===== src/rtl/rib_arbiter_bus_if.sv =====
// RIB bus bundle: master-side request/response and slave-side select/data.
// The "slave" modport is the interconnect's view; the "master" modport is the
// surrounding system (masters plus slave read data) that drives it.
interface rib_arbiter_bus_if #(
  parameter int NUM_MASTERS = 4,
  parameter int NUM_SLAVES  = 6,
  parameter int ADDR_W      = 32,
  parameter int DATA_W      = 32
);
  logic [NUM_MASTERS-1:0]        m_req_i;
  logic [NUM_MASTERS-1:0]        m_we_i;
  logic [NUM_MASTERS*ADDR_W-1:0] m_addr_i;
  logic [NUM_MASTERS*DATA_W-1:0] m_wdata_i;
  logic [NUM_MASTERS-1:0]        m_gnt_o;
  logic [NUM_MASTERS-1:0]        m_rvalid_o;
  logic [NUM_MASTERS-1:0]        m_err_o;
  logic [NUM_MASTERS*DATA_W-1:0] m_rdata_o;
  logic [NUM_SLAVES-1:0]         s_req_o;
  logic [NUM_SLAVES-1:0]         s_we_o;
  logic [NUM_SLAVES*ADDR_W-1:0]  s_addr_o;
  logic [NUM_SLAVES*DATA_W-1:0]  s_wdata_o;
  logic [NUM_SLAVES*DATA_W-1:0]  s_rdata_i;
  logic                          hold_flag_o;

  modport master (
    output m_req_i, m_we_i, m_addr_i, m_wdata_i, s_rdata_i,
    input  m_gnt_o, m_rvalid_o, m_err_o, m_rdata_o,
    input  s_req_o, s_we_o, s_addr_o, s_wdata_o, hold_flag_o
  );

  modport slave (
    input  m_req_i, m_we_i, m_addr_i, m_wdata_i, s_rdata_i,
    output m_gnt_o, m_rvalid_o, m_err_o, m_rdata_o,
    output s_req_o, s_we_o, s_addr_o, s_wdata_o, hold_flag_o
  );
endinterface


===== src/rtl/rib_arbiter_bus.sv =====
// RIB interconnect: NUM_MASTERS masters share one transfer slot per cycle to
// NUM_SLAVES slaves. Combinational grant/decode, registered read response.
module rib_arbiter_bus #(
  parameter int NUM_MASTERS = 4,
  parameter int NUM_SLAVES  = 6,
  parameter int ADDR_W      = 32,
  parameter int DATA_W      = 32,
  parameter int SEL_W       = 4,
  parameter int ARB_MODE    = 0,
  parameter logic [NUM_MASTERS-1:0] HOLD_MASK = NUM_MASTERS'(4'b1101)
) (
  input  logic              clk,
  input  logic              rst_n,
  rib_arbiter_bus_if.slave  bus
);

  localparam int MW = $clog2(NUM_MASTERS);

  logic [MW-1:0]          rr_ptr;
  logic [MW-1:0]          gnt_idx;
  logic                   gnt_any;
  logic [NUM_MASTERS-1:0] gnt;

  logic [ADDR_W-1:0]      gnt_addr;
  logic [DATA_W-1:0]      gnt_wdata;
  logic                   gnt_we;
  logic [SEL_W-1:0]       sel;
  logic                   dec_ok;

  logic [NUM_SLAVES-1:0]        s_req;
  logic [NUM_SLAVES-1:0]        s_we;
  logic [NUM_SLAVES*ADDR_W-1:0] s_addr;
  logic [NUM_SLAVES*DATA_W-1:0] s_wdata;

  logic                   rsp_valid;
  logic                   rsp_err;
  logic [MW-1:0]          rsp_mst;
  logic [SEL_W-1:0]       rsp_slv;
  logic [DATA_W-1:0]      rsp_data;

  logic [NUM_MASTERS-1:0]        m_rvalid;
  logic [NUM_MASTERS-1:0]        m_err;
  logic [NUM_MASTERS*DATA_W-1:0] m_rdata;

  // Pick the winner: fixed mode scans from 0, round-robin scans from rr_ptr with wrap
  always_comb begin
    int unsigned idx;
    idx     = 0;
    gnt     = '0;
    gnt_idx = '0;
    gnt_any = 1'b0;
    for (int unsigned off = 0; off < NUM_MASTERS; off++) begin
      idx = off;
      if (ARB_MODE == 1) begin
        idx = off + 32'(rr_ptr);
      end
      if (idx >= NUM_MASTERS) begin
        idx = idx - NUM_MASTERS;
      end
      if (!gnt_any && bus.m_req_i[idx]) begin
        gnt_any = 1'b1;
        gnt_idx = idx[MW-1:0];
      end
    end
    if (gnt_any) begin
      gnt[gnt_idx] = 1'b1;
    end
  end

  // Route the granted master's address, data and direction onto the shared slot
  always_comb begin
    gnt_addr  = '0;
    gnt_wdata = '0;
    gnt_we    = 1'b0;
    for (int unsigned m = 0; m < NUM_MASTERS; m++) begin
      if (gnt_any && gnt_idx == MW'(m)) begin
        gnt_addr  = bus.m_addr_i[m*ADDR_W +: ADDR_W];
        gnt_wdata = bus.m_wdata_i[m*DATA_W +: DATA_W];
        gnt_we    = bus.m_we_i[m];
      end
    end
  end

  assign sel    = gnt_addr[ADDR_W-1 -: SEL_W];
  assign dec_ok = gnt_any && (32'(sel) < NUM_SLAVES);

  // Drive only the decoded slave; every other slave sees all-zero signals
  always_comb begin
    s_req   = '0;
    s_we    = '0;
    s_addr  = '0;
    s_wdata = '0;
    for (int unsigned s = 0; s < NUM_SLAVES; s++) begin
      if (dec_ok && sel == SEL_W'(s)) begin
        s_req[s]                   = 1'b1;
        s_we[s]                    = gnt_we;
        s_addr[s*ADDR_W +: ADDR_W] = {{SEL_W{1'b0}}, gnt_addr[ADDR_W-SEL_W-1:0]};
        s_wdata[s*DATA_W +: DATA_W] = gnt_wdata;
      end
    end
  end

  // Round-robin pointer moves past the last granted master
  always_ff @(posedge clk or negedge rst_n) begin
    if (!rst_n) begin
      rr_ptr <= '0;
    end else if (gnt_any) begin
      rr_ptr <= (gnt_idx == MW'(NUM_MASTERS - 1)) ? '0 : gnt_idx + 1'b1;
    end
  end

  // Capture a response slot for granted reads and for any decode error
  always_ff @(posedge clk or negedge rst_n) begin
    if (!rst_n) begin
      rsp_valid <= 1'b0;
      rsp_err   <= 1'b0;
      rsp_mst   <= '0;
      rsp_slv   <= '0;
    end else if (gnt_any && (!gnt_we || !dec_ok)) begin
      rsp_valid <= 1'b1;
      rsp_err   <= !dec_ok;
      rsp_mst   <= gnt_idx;
      rsp_slv   <= sel;
    end else begin
      rsp_valid <= 1'b0;
    end
  end

  // Select the responding slave's read data (bounded mux, sel may exceed NUM_SLAVES)
  always_comb begin
    rsp_data = '0;
    for (int unsigned s = 0; s < NUM_SLAVES; s++) begin
      if (rsp_slv == SEL_W'(s)) begin
        rsp_data = bus.s_rdata_i[s*DATA_W +: DATA_W];
      end
    end
  end

  // Steer the response to its master; other masters see zero data
  always_comb begin
    m_rvalid = '0;
    m_err    = '0;
    m_rdata  = '0;
    for (int unsigned m = 0; m < NUM_MASTERS; m++) begin
      if (rsp_valid && rsp_mst == MW'(m)) begin
        m_rvalid[m] = 1'b1;
        m_err[m]    = rsp_err;
        m_rdata[m*DATA_W +: DATA_W] = rsp_err ? '0 : rsp_data;
      end
    end
  end

  assign bus.m_gnt_o     = gnt;
  assign bus.m_rvalid_o  = m_rvalid;
  assign bus.m_err_o     = m_err;
  assign bus.m_rdata_o   = m_rdata;
  assign bus.s_req_o     = s_req;
  assign bus.s_we_o      = s_we;
  assign bus.s_addr_o    = s_addr;
  assign bus.s_wdata_o   = s_wdata;
  assign bus.hold_flag_o = |(bus.m_req_i & HOLD_MASK);

endmodule


===== src/flat_wrapper.sv =====
// flat-port wrapper written by rule: the top's interface ports become plain ports
module rib_arbiter_bus_flat 
#(
  parameter int NUM_MASTERS = 4,
  parameter int NUM_SLAVES  = 6,
  parameter int ADDR_W      = 32,
  parameter int DATA_W      = 32,
  parameter int SEL_W       = 4,
  parameter int ARB_MODE    = 0,
  parameter logic [NUM_MASTERS-1:0] HOLD_MASK = NUM_MASTERS'(4'b1101)
)
  (clk, rst_n, bus_m_req_i, bus_m_we_i, bus_m_addr_i, bus_m_wdata_i, bus_s_rdata_i, bus_m_gnt_o, bus_m_rvalid_o, bus_m_err_o, bus_m_rdata_o, bus_s_req_o, bus_s_we_o, bus_s_addr_o, bus_s_wdata_o, bus_hold_flag_o);
  rib_arbiter_bus_if #(.NUM_MASTERS(NUM_MASTERS), .NUM_SLAVES(NUM_SLAVES), .ADDR_W(ADDR_W), .DATA_W(DATA_W)) bus_i ();
  input  logic clk;
  input  logic rst_n;
  input wire logic [$bits(bus_i.m_req_i)-1:0] bus_m_req_i;
  input wire logic [$bits(bus_i.m_we_i)-1:0] bus_m_we_i;
  input wire logic [$bits(bus_i.m_addr_i)-1:0] bus_m_addr_i;
  input wire logic [$bits(bus_i.m_wdata_i)-1:0] bus_m_wdata_i;
  input wire logic [$bits(bus_i.s_rdata_i)-1:0] bus_s_rdata_i;
  output wire logic [$bits(bus_i.m_gnt_o)-1:0] bus_m_gnt_o;
  output wire logic [$bits(bus_i.m_rvalid_o)-1:0] bus_m_rvalid_o;
  output wire logic [$bits(bus_i.m_err_o)-1:0] bus_m_err_o;
  output wire logic [$bits(bus_i.m_rdata_o)-1:0] bus_m_rdata_o;
  output wire logic [$bits(bus_i.s_req_o)-1:0] bus_s_req_o;
  output wire logic [$bits(bus_i.s_we_o)-1:0] bus_s_we_o;
  output wire logic [$bits(bus_i.s_addr_o)-1:0] bus_s_addr_o;
  output wire logic [$bits(bus_i.s_wdata_o)-1:0] bus_s_wdata_o;
  output wire logic [$bits(bus_i.hold_flag_o)-1:0] bus_hold_flag_o;
  assign bus_i.m_req_i = bus_m_req_i;
  assign bus_i.m_we_i = bus_m_we_i;
  assign bus_i.m_addr_i = bus_m_addr_i;
  assign bus_i.m_wdata_i = bus_m_wdata_i;
  assign bus_i.s_rdata_i = bus_s_rdata_i;
  assign bus_m_gnt_o = bus_i.m_gnt_o;
  assign bus_m_rvalid_o = bus_i.m_rvalid_o;
  assign bus_m_err_o = bus_i.m_err_o;
  assign bus_m_rdata_o = bus_i.m_rdata_o;
  assign bus_s_req_o = bus_i.s_req_o;
  assign bus_s_we_o = bus_i.s_we_o;
  assign bus_s_addr_o = bus_i.s_addr_o;
  assign bus_s_wdata_o = bus_i.s_wdata_o;
  assign bus_hold_flag_o = bus_i.hold_flag_o;
  rib_arbiter_bus #(.NUM_MASTERS(NUM_MASTERS), .NUM_SLAVES(NUM_SLAVES), .ADDR_W(ADDR_W), .DATA_W(DATA_W), .SEL_W(SEL_W), .ARB_MODE(ARB_MODE), .HOLD_MASK(HOLD_MASK)) u_core (.clk(clk), .rst_n(rst_n), .bus(bus_i));
endmodule

===== config.mk =====
export PLATFORM = sky130hd
export DESIGN_NAME = rib_arbiter_bus_flat
export DESIGN_NICKNAME = d
export VERILOG_FILES = /design/src/rtl/rib_arbiter_bus_if.sv /design/src/rtl/rib_arbiter_bus.sv /design/src/flat_wrapper.sv
export SDC_FILE = /design/constraint.sdc
export NUM_CORES = 1
export LEC_CHECK = 0
export CORE_AREA = 2 2 383 385
export CTS_BUF_LIST = sky130_fd_sc_hd__clkbuf_16
export DETAILED_ROUTE_END_ITERATION = 8
export DIE_AREA = 0 0 385 387
export GPL_TIMING_DRIVEN = 0
export PLACE_DENSITY = 0.3
export REMOVE_ABC_BUFFERS = 1
export SLEW_MARGIN = 20
export SYNTH_ARGS = -nofsm -noshare
export SYNTH_HDL_FRONTEND = slang
export SYNTH_SLANG_ARGS = --single-unit

===== constraint.sdc =====
create_clock -name clk -period 6.95 [get_ports clk]
set_input_delay 1.39 -clock clk [delete_from_list [all_inputs] [get_ports clk]]
set_output_delay 1.39 -clock clk [all_outputs]
set_load 0.1 [all_outputs]

Word level (Yosys, flattened, before mapping)
Cells that the tools add are included.

Order comparisons: 3. Eq/ne operators: 16. Muxes and demuxes: 66. Reduce and logical (&&, ||, !) cells: 31.

Operator list (count): $mux 32 (25); $mux 28 (6); $mux 1 (31); $logic_and 1x1->1 (20); $eq 4x2->1 const B (4); $eq 4x3->1 const B (4); $eq 2x2->1 const B (4); $eq 4x1->1 const B (2); $logic_not 4->1 (2); $logic_not 1->1 (5); $eq 2x1->1 const B (2); $logic_not 2->1 (2); $lt 4x3->1 const B (1); $mux 2 (2); $mux 4 (1); $lt 2x3->1 const B (1); $reduce_or 3->1 (1); $demux 1 s2 (1); $ge 2x1->1 const B (1); $logic_or 1x1->1 (1).

Flip-flop bits (word level): 8. Bits of input ports: 458. Output and inout port bits: 537.

Longest topological paths before layout
Gate-level depths: netlist (run 1).

Depth after elaboration: 22. Depth in mapped cells: 11.

Least setup slack after synthesis (run 1)
OpenSTA, ideal clock, no wires.

Path kind: input to output. Start point: input port bus_m_req_i[1]. End point: output port bus_s_addr_o[27]. Data arrival time: 6.070 ns. Required time: 5.560 ns. Slack: -0.510 ns. Stages on the path: 8. Buffers on the path: 2. Path through: clkbuf_1 -> clkbuf_1 -> nor2b_1 -> nand2_1 -> a21oi_1 -> a21oi_1 -> o221a_2 -> nor3_1.

Cells in the longest elaborated chain, start to end: 18. Elaborated cells on any way between the ends: 28. Those cells by class: 1 x order compare; 3 x eq/ne; 11 x mux; 13 x reduce/logical.

RTL lines: start, declared (RTL line flat_wrapper.sv:16) `input wire logic [$bits(bus_i.m_req_i)-1:0] bus_m_req_i;`; $logic_and 1x1->1 * (RTL line rib_arbiter_bus.sv:60) `if (!gnt_any && bus.m_req_i[idx]) begin`; $mux 1 (RTL line rib_arbiter_bus.sv:60); $logic_not 1->1 (RTL line rib_arbiter_bus.sv:60); $logic_and 1x1->1 (RTL line rib_arbiter_bus.sv:60); $mux 1 (RTL line rib_arbiter_bus.sv:60); $logic_not 1->1 (RTL line rib_arbiter_bus.sv:60); $logic_and 1x1->1 (RTL line rib_arbiter_bus.sv:60); $mux 2 (RTL line rib_arbiter_bus.sv:60); $logic_not 2->1 (RTL line rib_arbiter_bus.sv:76) `if (gnt_any && gnt_idx == MW'(m)) begin`; $logic_and 1x1->1 (RTL line rib_arbiter_bus.sv:76); $mux 32 (4 in series) (RTL line rib_arbiter_bus.sv:76); $lt 4x3->1 (RTL line rib_arbiter_bus.sv:85) `assign dec_ok = gnt_any && (32'(sel) < NUM_SLAVES);`; $logic_and 1x1->1 (RTL line rib_arbiter_bus.sv:85); $logic_and 1x1->1 (RTL line rib_arbiter_bus.sv:94) `if (dec_ok && sel == SEL_W'(s)) begin`; $mux 28 * (RTL line rib_arbiter_bus.sv:94); end, declared (RTL line flat_wrapper.sv:27) `output wire logic [$bits(bus_i.s_addr_o)-1:0] bus_s_addr_o;`.

Mark *: on every way between the ends. The rest lies on a longest branch, timed or not.

Final worst setup path (run 1)
Start point: input port bus_m_req_i[2]. End point: output port bus_s_addr_o[4].

Cells in the longest elaborated chain, start to end: 15. Elaborated cells on any way between the ends: 24. Those cells by class: 1 x order compare; 3 x eq/ne; 9 x mux; 11 x reduce/logical.

RTL lines (RTL line): $logic_and 1x1->1 * (rib_arbiter_bus.sv:60); $mux 1 (rib_arbiter_bus.sv:60); $logic_not 1->1 (rib_arbiter_bus.sv:60); $logic_and 1x1->1 (rib_arbiter_bus.sv:60); $mux 2 (rib_arbiter_bus.sv:60); $logic_not 2->1 (rib_arbiter_bus.sv:76); $logic_and 1x1->1 (rib_arbiter_bus.sv:76); $mux 32 (4 in series) (rib_arbiter_bus.sv:76); $lt 4x3->1 (rib_arbiter_bus.sv:85); $logic_and 1x1->1 (rib_arbiter_bus.sv:85); $logic_and 1x1->1 (rib_arbiter_bus.sv:94); $mux 28 * (rib_arbiter_bus.sv:94).

Marks and branches as above.

==> flow_metrics.env, run 1 <==
export IMPL_multiInputGateArea_um2=6093
export IMPL_setup_violations_final=0
export IMPL_cellPowerDensity_nw_per_um2=122.4
export IMPL_layout_cells_most_common="sky130_fd_sc_hd__clkdlybuf4s50_1"
export IMPL_ratio_of_final_minimum_period_to_clock_period_pct=98.70
export IMPL_crit_path_start_kind="input pin"
export IMPL_globalRouteTotalUtil_pct=12.02
export IMPL_rsz_0062_raised_after_global_routing="true"
export IMPL_viasPerCell=3.159
export IMPL_grt_antenna_before_repair=21
export IMPL_timing_critical_path_arrival_ps=5470
export IMPL_tritoncts="done"
export IMPL_final_hold_worst_slack_ps=635.1
export IMPL_timing_critical_path_slowest_stage_cell="sky130_fd_sc_hd__clkdlybuf4s15_1"
export IMPL_clkSinkCount=8
export IMPL_final_max_slew_viol_count=8
export IMPL_layout_setup_ws_ps=90.28
export IMPL_failing_checks="capacitance limit, slew limit"
export IMPL_part_of_the_yosys_area_used_for_sequential_elements_pct=2.974
export IMPL_grt_start_max_net_pins=87
export IMPL_worstMarginPinSlew_ps=1564
export IMPL_p_leak_nw=6.947
export IMPL_cp_top_family="buffers and inverters"
export IMPL_number_of_global_route_vias_before_repair=13050
export IMPL_outcome="finished, violations left"
export IMPL_drcViolationCount=0
export IMPL_numCtsBuffers=3
export IMPL_core_area_um2=144900
export IMPL_critical_path_endpoint_type="output port"
export IMPL_timing_clock_skew_ps=0
export IMPL_global_route_overflow_total=0
export IMPL_core_rowCount=140
export IMPL_postSynth_topFlopCell="sky130_fd_sc_hd__dfrtp_1"
export IMPL_detailed_place_hpwl_um=78500
export IMPL_fill_cells=16840
export IMPL_postRouteWirelength_um=95870
export IMPL_hold_viol=0
export IMPL_io_buffers=970
export IMPL_yosys_cell_types_count=50
export IMPL_floorplan_initialDensity_pct=4.647
export IMPL_yosys_reg_bits=8
export IMPL_clock_latency_ps=230
export IMPL_average_footprint_of_a_synthesized_cell_um2=5.351
export IMPL_synth_cell_area_um2=6731
export IMPL_die_area_um2=149000
export IMPL_pre_cts_slack_ps=-2477
export IMPL_avgRoutedWirePerCell_um=23.57
export IMPL_critical_path_peak_fanout=50
export IMPL_most_common_layout_cells="sky130_fd_sc_hd__clkdlybuf4s50_1 (595), sky130_fd_sc_hd__nor2_1 (438), sky130_fd_sc_hd__clkdlybuf4s15_2 (224)"
export IMPL_gpl_congestion=0.7509
export IMPL_ys_warn_count=0
export IMPL_drt_initial_drc_count=633
export IMPL_chipWidth_um=385
export IMPL_ios=995
export IMPL_cp_common_cell="sky130_fd_sc_hd__buf_12"
export IMPL_crit_chain="buf_6 -> buf_12 -> nor2b_4 -> buf_12 -> buf_12 -> buf_12 -> a221oi_2 -> o31ai_4 -> or3_2 -> nor3_1 -> clkdlybuf4s15_1"
export IMPL_synth_edf_count=0
export IMPL_synthesized_instance_count=1258
export IMPL_vias=12850
export IMPL_detail_route_first_pass_iterations=5
export IMPL_design_final_nets=2597
export IMPL_async_flop_share_pct=100.0
export IMPL_antenna_violating_nets_post_route=0
export IMPL_sequential_cell_area_um2=205.2
export IMPL_clockBufferDepth=2
export IMPL_grt_pass1_wl_um=122000
export IMPL_maxClockFrequency_ghz=0.1458
export IMPL_die_height_um=387
export IMPL_timing_setup_critical_path_class="in2out"
export IMPL_clock_pin_slew_on_the_worst_setup_and_hold_paths_ps=40
export IMPL_worstPathRequired_ps=5560
export IMPL_worst_hold_path_type="reg2reg"
export IMPL_ir_drop_uv=76.81
export IMPL_ctsRootBufferMaster="sky130_fd_sc_hd__clkbuf_16"
export IMPL_h_tree_depth=1
export IMPL_post_route_cells_drive_above_1_share_pct=20.03
export IMPL_drv_max_cap_violation_count=1
export IMPL_area_delta_synth_final_pct=187.6
export IMPL_design_power_total_mw=2.369
export IMPL_final_period_minus_worst_setup_slack_ps=6860
export IMPL_slew_headroom_pct=-5.243
export IMPL_critical_path_n_buffers_inverters=6
export IMPL_maximum_cell_stage_delay_along_the_critical_path_ps=900
synthesized netlist by cell type, drive strengths merged (8+ instances only):
library cell  instances  area (um2)
o211ai               30       225.2
a22oi                35       262.8
nor2b                 9       56.30
clkbuf               94       352.8
o221ai               87       762.0
a21o                 30       225.2
nand2               100       375.4
buf                  76       471.7
nor2                440        1652
nor3                 64       320.3
inv                  11       41.29
o21ai                61       305.3
a21oi                69       349.1
mux2i                32       320.3
dfrtp                 8       200.2
nand2b               60       375.4
where the power goes:
group	internal (mW)	switching (mW)
Sequential	0.0546	0.0411
Combinational	0.637	1.54
Clock	0.0740	0.0204
flip-flops by register name, summed over array words and instances (netlist names):
signal and cells:
u_core.rsp_valid 1, u_core.rsp_slv 4, u_core.rsp_err 1, u_core.rsp_mst 2
what timing repair did:
action                     4_1_cts  5_1_grt
gates resized for setup       1181       54
setup endpoints to repair      372      212
setup buffers                    6        2
cloned                           2        1
pin swaps                        2        0
hold buffers                     0        0
metrics by stage:
stage	util, %	instances	setup TNS [ps]	instance area (um2)
after floorplan	-	1111	-414900	5993
after global placement	12.50	3998	-4852240	18100
after detailed placement	13.16	4039	-687070	19060
after CTS	13.35	4050	-818.4	19340
after global routing	13.35	4060	-98.12	19340
final	13.36	4067	0	19360
cell families after synthesis:
kind of cell,share of synthesized area (%)
flip-flops,2.974
buffers and inverters,12.97
multiplexers,5.428
AO/OA/AOI/OAI,34.72
other,0.05571
AND/OR/NAND/NOR,43.85
worst paths after layout:
kind	from	end	slack, ps	cells past startpoint
min in group asynchronous	rst_n	u_core.rsp_mst[0]$_DFFE_PN0P_	1450	1
max in group asynchronous	rst_n	u_core.rsp_slv[0]$_DFFE_PN0P_	5190	1
hold / removal	u_core.rsp_mst[1]$_DFFE_PN0P_	u_core.rsp_mst[1]$_DFFE_PN0P_	640	1
hold reg to reg	u_core.rsp_mst[1]$_DFFE_PN0P_	u_core.rsp_mst[1]$_DFFE_PN0P_	640	1
setup / recovery	bus_m_req_i[2]	bus_s_addr_o[4]	90	11
setup reg to reg	u_core.rsp_slv[0]$_DFFE_PN0P_	u_core.rsp_slv[0]$_DFFE_PN0P_	5770	1
area by class of cell:
type                    instances  share of cell area, %
diodes                         13                 0.1681
clock buffers                   3                 0.3878
inverters                      13                 0.2650
multi-input cells            1093                  31.48
flip-flops and latches          8                  1.060
well taps                    1917                  12.39
repair buffers               1020                  54.25
metal layers:
layer | part of all wire, % | global-route usage, %
met2 | 54 | 23.37
met1 | 37 | 13.15
met3 | 7.5 | 2.727
met5 | 0.062 | 0
met4 | 1.3 | 2.038
Note: power is estimated with default switching activity, not from simulation.
==> run 2, diff against run 1 <==
Settings changed: SLEW_MARGIN 20 to default.
==> flow_metrics.env, run 2 (synthesis results as in run 1) <==
export IMPL_tns_ps=0
export IMPL_io_buffers=970
export IMPL_layout_cells_most_common="sky130_fd_sc_hd__clkdlybuf4s50_1"
export IMPL_ios=995
export IMPL_avgRoutedWirePerCell_um=23.89
export IMPL_maxClockFrequency_ghz=0.1466
export IMPL_timing_critical_path_slowest_stage_cell="sky130_fd_sc_hd__buf_2"
export IMPL_r2r_start="u_core.rsp_slv[3]$_DFFE_PN0P_"
export IMPL_worstPathRequired_ps=5560
export IMPL_area_delta_synth_final_pct=183.3
export IMPL_tritoncts="done"
export IMPL_maxUsedRoutingLayer="met5"
export IMPL_clockBufferDepth=2
export IMPL_critical_path_peak_fanout=87
export IMPL_gpl_congestion=0.7509
export IMPL_core_rowCount=140
export IMPL_grt_antenna_before_repair=21
export IMPL_postRouteWirelength_um=97240
export IMPL_p_leak_nw=7.072
export IMPL_r2r_slack_ps=5770
export IMPL_detailed_place_hpwl_um=78080
export IMPL_most_common_layout_cells="sky130_fd_sc_hd__clkdlybuf4s50_1 (598), sky130_fd_sc_hd__nor2_1 (440), sky130_fd_sc_hd__clkdlybuf4s15_2 (153)"
export IMPL_grt_pass1_wl_um=124000
export IMPL_timing_critical_path_arrival_ps=5430
export IMPL_crit_path_start_kind="input pin"
export IMPL_die_area_um2=149000
export IMPL_globalRouteTotalUtil_pct=12.27
export IMPL_die_height_um=387
export IMPL_hold_path_cell_count=1
export IMPL_worst_hold_path_type="reg2reg"
export IMPL_crit_chain="buf_6 -> buf_16 -> or4b_4 -> clkinv_4 -> a32o_4 -> nor2b_4 -> buf_12 -> nand3_4 -> buf_16 -> nor2_1 -> buf_2"
export IMPL_dp_cells=4033
export IMPL_cp_common_cell="sky130_fd_sc_hd__buf_16"
export IMPL_chipWidth_um=385
export IMPL_reg_to_reg_end="u_core.rsp_slv[3]$_DFFE_PN0P_"
export IMPL_ir_drop_uv=70.75
export IMPL_cellPowerDensity_nw_per_um2=124.6
export IMPL_postPlaceCellArea_um2=18950
export IMPL_worst_r2r_cell_count=2
export IMPL_post_layout_nonfiller_instances=4071
export IMPL_worstHoldStart="u_core.rsp_mst[1]$_DFFE_PN0P_"
export IMPL_numCtsBuffers=3
export IMPL_largest_register_ff_count=4
export IMPL_outcome="completed"
export IMPL_critical_path_endpoint_type="output port"
export IMPL_timing_clock_skew_ps=0
export IMPL_final_period_minus_worst_setup_slack_ps=6820
export IMPL_hold_viol=0
export IMPL_final_hold_worst_slack_ps=604.8
export IMPL_clock_pin_slew_on_the_worst_setup_and_hold_paths_ps=30
export IMPL_floorplan_initialDensity_pct=4.647
export IMPL_final_design_area_no_fill_um2=19070
export IMPL_ctsRootBufferMaster="sky130_fd_sc_hd__clkbuf_16"
export IMPL_drt_initial_drc_count=719
export IMPL_reg_largest_list="u_core.rsp_slv: 4 flops, u_core.rsp_mst: 2 flops"
export IMPL_drv_max_cap_violation_count=0
export IMPL_grt_start_max_net_pins=95
export IMPL_clkSinkCount=8
export IMPL_vias=12940
export IMPL_post_route_cells_drive_above_1_share_pct=18.35
export IMPL_top_register="u_core.rsp_slv"
export IMPL_maximum_cell_stage_delay_along_the_critical_path_ps=550
export IMPL_worstMarginPinSlew_ps=1354
export IMPL_design_power_total_mw=2.375
export IMPL_detailroute_wirelength_met3_um=6321
export IMPL_detail_route_first_pass_iterations=5
export IMPL_ratio_of_final_minimum_period_to_clock_period_pct=98.13
export IMPL_setup_violations_final=0
export IMPL_global_route_overflow_total=0
export IMPL_route_layer_met1_wl_um=37190
export IMPL_design_final_nets=2601
export IMPL_hold_path_endpoint="u_core.rsp_mst[1]$_DFFE_PN0P_"
export IMPL_clock_latency_ps=230
export IMPL_post_cts_hold_buffer_count=0
export IMPL_antenna_violating_nets_post_route=0
export IMPL_slew_headroom_pct=9.758
export IMPL_final_max_slew_viol_count=0
export IMPL_viasPerCell=3.178
export IMPL_h_tree_depth=1
export IMPL_drcViolationCount=0
export IMPL_met2RoutedLength_um=51450
export IMPL_timing_setup_critical_path_class="in2out"
export IMPL_core_area_um2=144900
export IMPL_number_of_global_route_vias_before_repair=13010
==> run 2: metrics by stage <==
stage                     utilization (%)  worst slack [ps]
after floorplan                         -             -1426
after CTS                           13.36            0.1861
after global routing                13.15        -0.0008882
after global placement              12.50            -13870
after detailed placement            13.08             -2625
final                               13.16             129.7
==> run 2: critical path: cells and delay by family <==
family / cells / cell delay [ps]
AND/OR/NAND/NOR: 4 / 1370
AO/OA/AOI/OAI: 1 / 450
buffers and inverters: 6 / 2030
==> run 2: repair_timing <==
action                                  4_1_cts  5_1_grt
endpoints found under the setup margin      372       96
cloned                                        6        0
pin swaps                                     2        0
buffers inserted                             15        0
gates resized for setup                     992      185
==> run 2: final cells by class <==
| type | count | area [um2] |
|---|---|---|
| sequential | 8 | 205.2 |
| fill | 16850 | 125800 |
| tap | 1917 | 2399 |
| clock inverter | 1 | 3.754 |
| timing repair buffer | 1021 | 10270 |
| antenna | 12 | 30.03 |
| clock buffer | 3 | 75.07 |
| multi-input combinational | 1096 | 6027 |
| inverter | 13 | 55.05 |
==> run 2: worst max-delay path by stage <==
| stage | end | cells after the start | slack [ps] | startpoint |
|---|---|---|---|---|
| 2_1_floorplan | bus_s_addr_o[27] | 5 | -1430 | bus_m_req_i[3] |
| 3_3_place_gp | bus_s_wdata_o[127] | 7 | -13870 | bus_m_req_i[2] |
| 3_5_place_dp | bus_s_wdata_o[127] | 9 | -2630 | bus_m_req_i[3] |
| 4_1_cts | bus_s_wdata_o[8] | 12 | 0.2 | bus_m_req_i[2] |
| 5_1_grt | bus_s_wdata_o[172] | 12 | -0.0009 | bus_m_req_i[0] |
| 6_report | bus_s_wdata_o[127] | 11 | 130 | bus_m_req_i[0] |
==> run 2: power by group <==
group	total, mW	internal [mW]	switching, mW	leakage, nW
clock network	0.0983	0.0750	0.0233	0.0424
registers	0.0945	0.0546	0.0398	0.0911
logic	2.18	0.638	1.54	6.94
==> run 2: routing by layer <==
| metal | track usage, % | vias to the layer above |
|---|---|---|
| met5 | 0 | - |
| met3 | 2.282 | 58 |
| met4 | 2.862 | 10 |
| met1 | 13.72 | 6171 |
| met2 | 23.50 | 581 |
| li1 | - | 6117 |
==> run 3, diff against run 2 <==
Settings changed: HOLD_SLACK_MARGIN from default to 0.1.
==> results of run 3 <==
Final layout, timing and power as in run 2 (identical DEF).
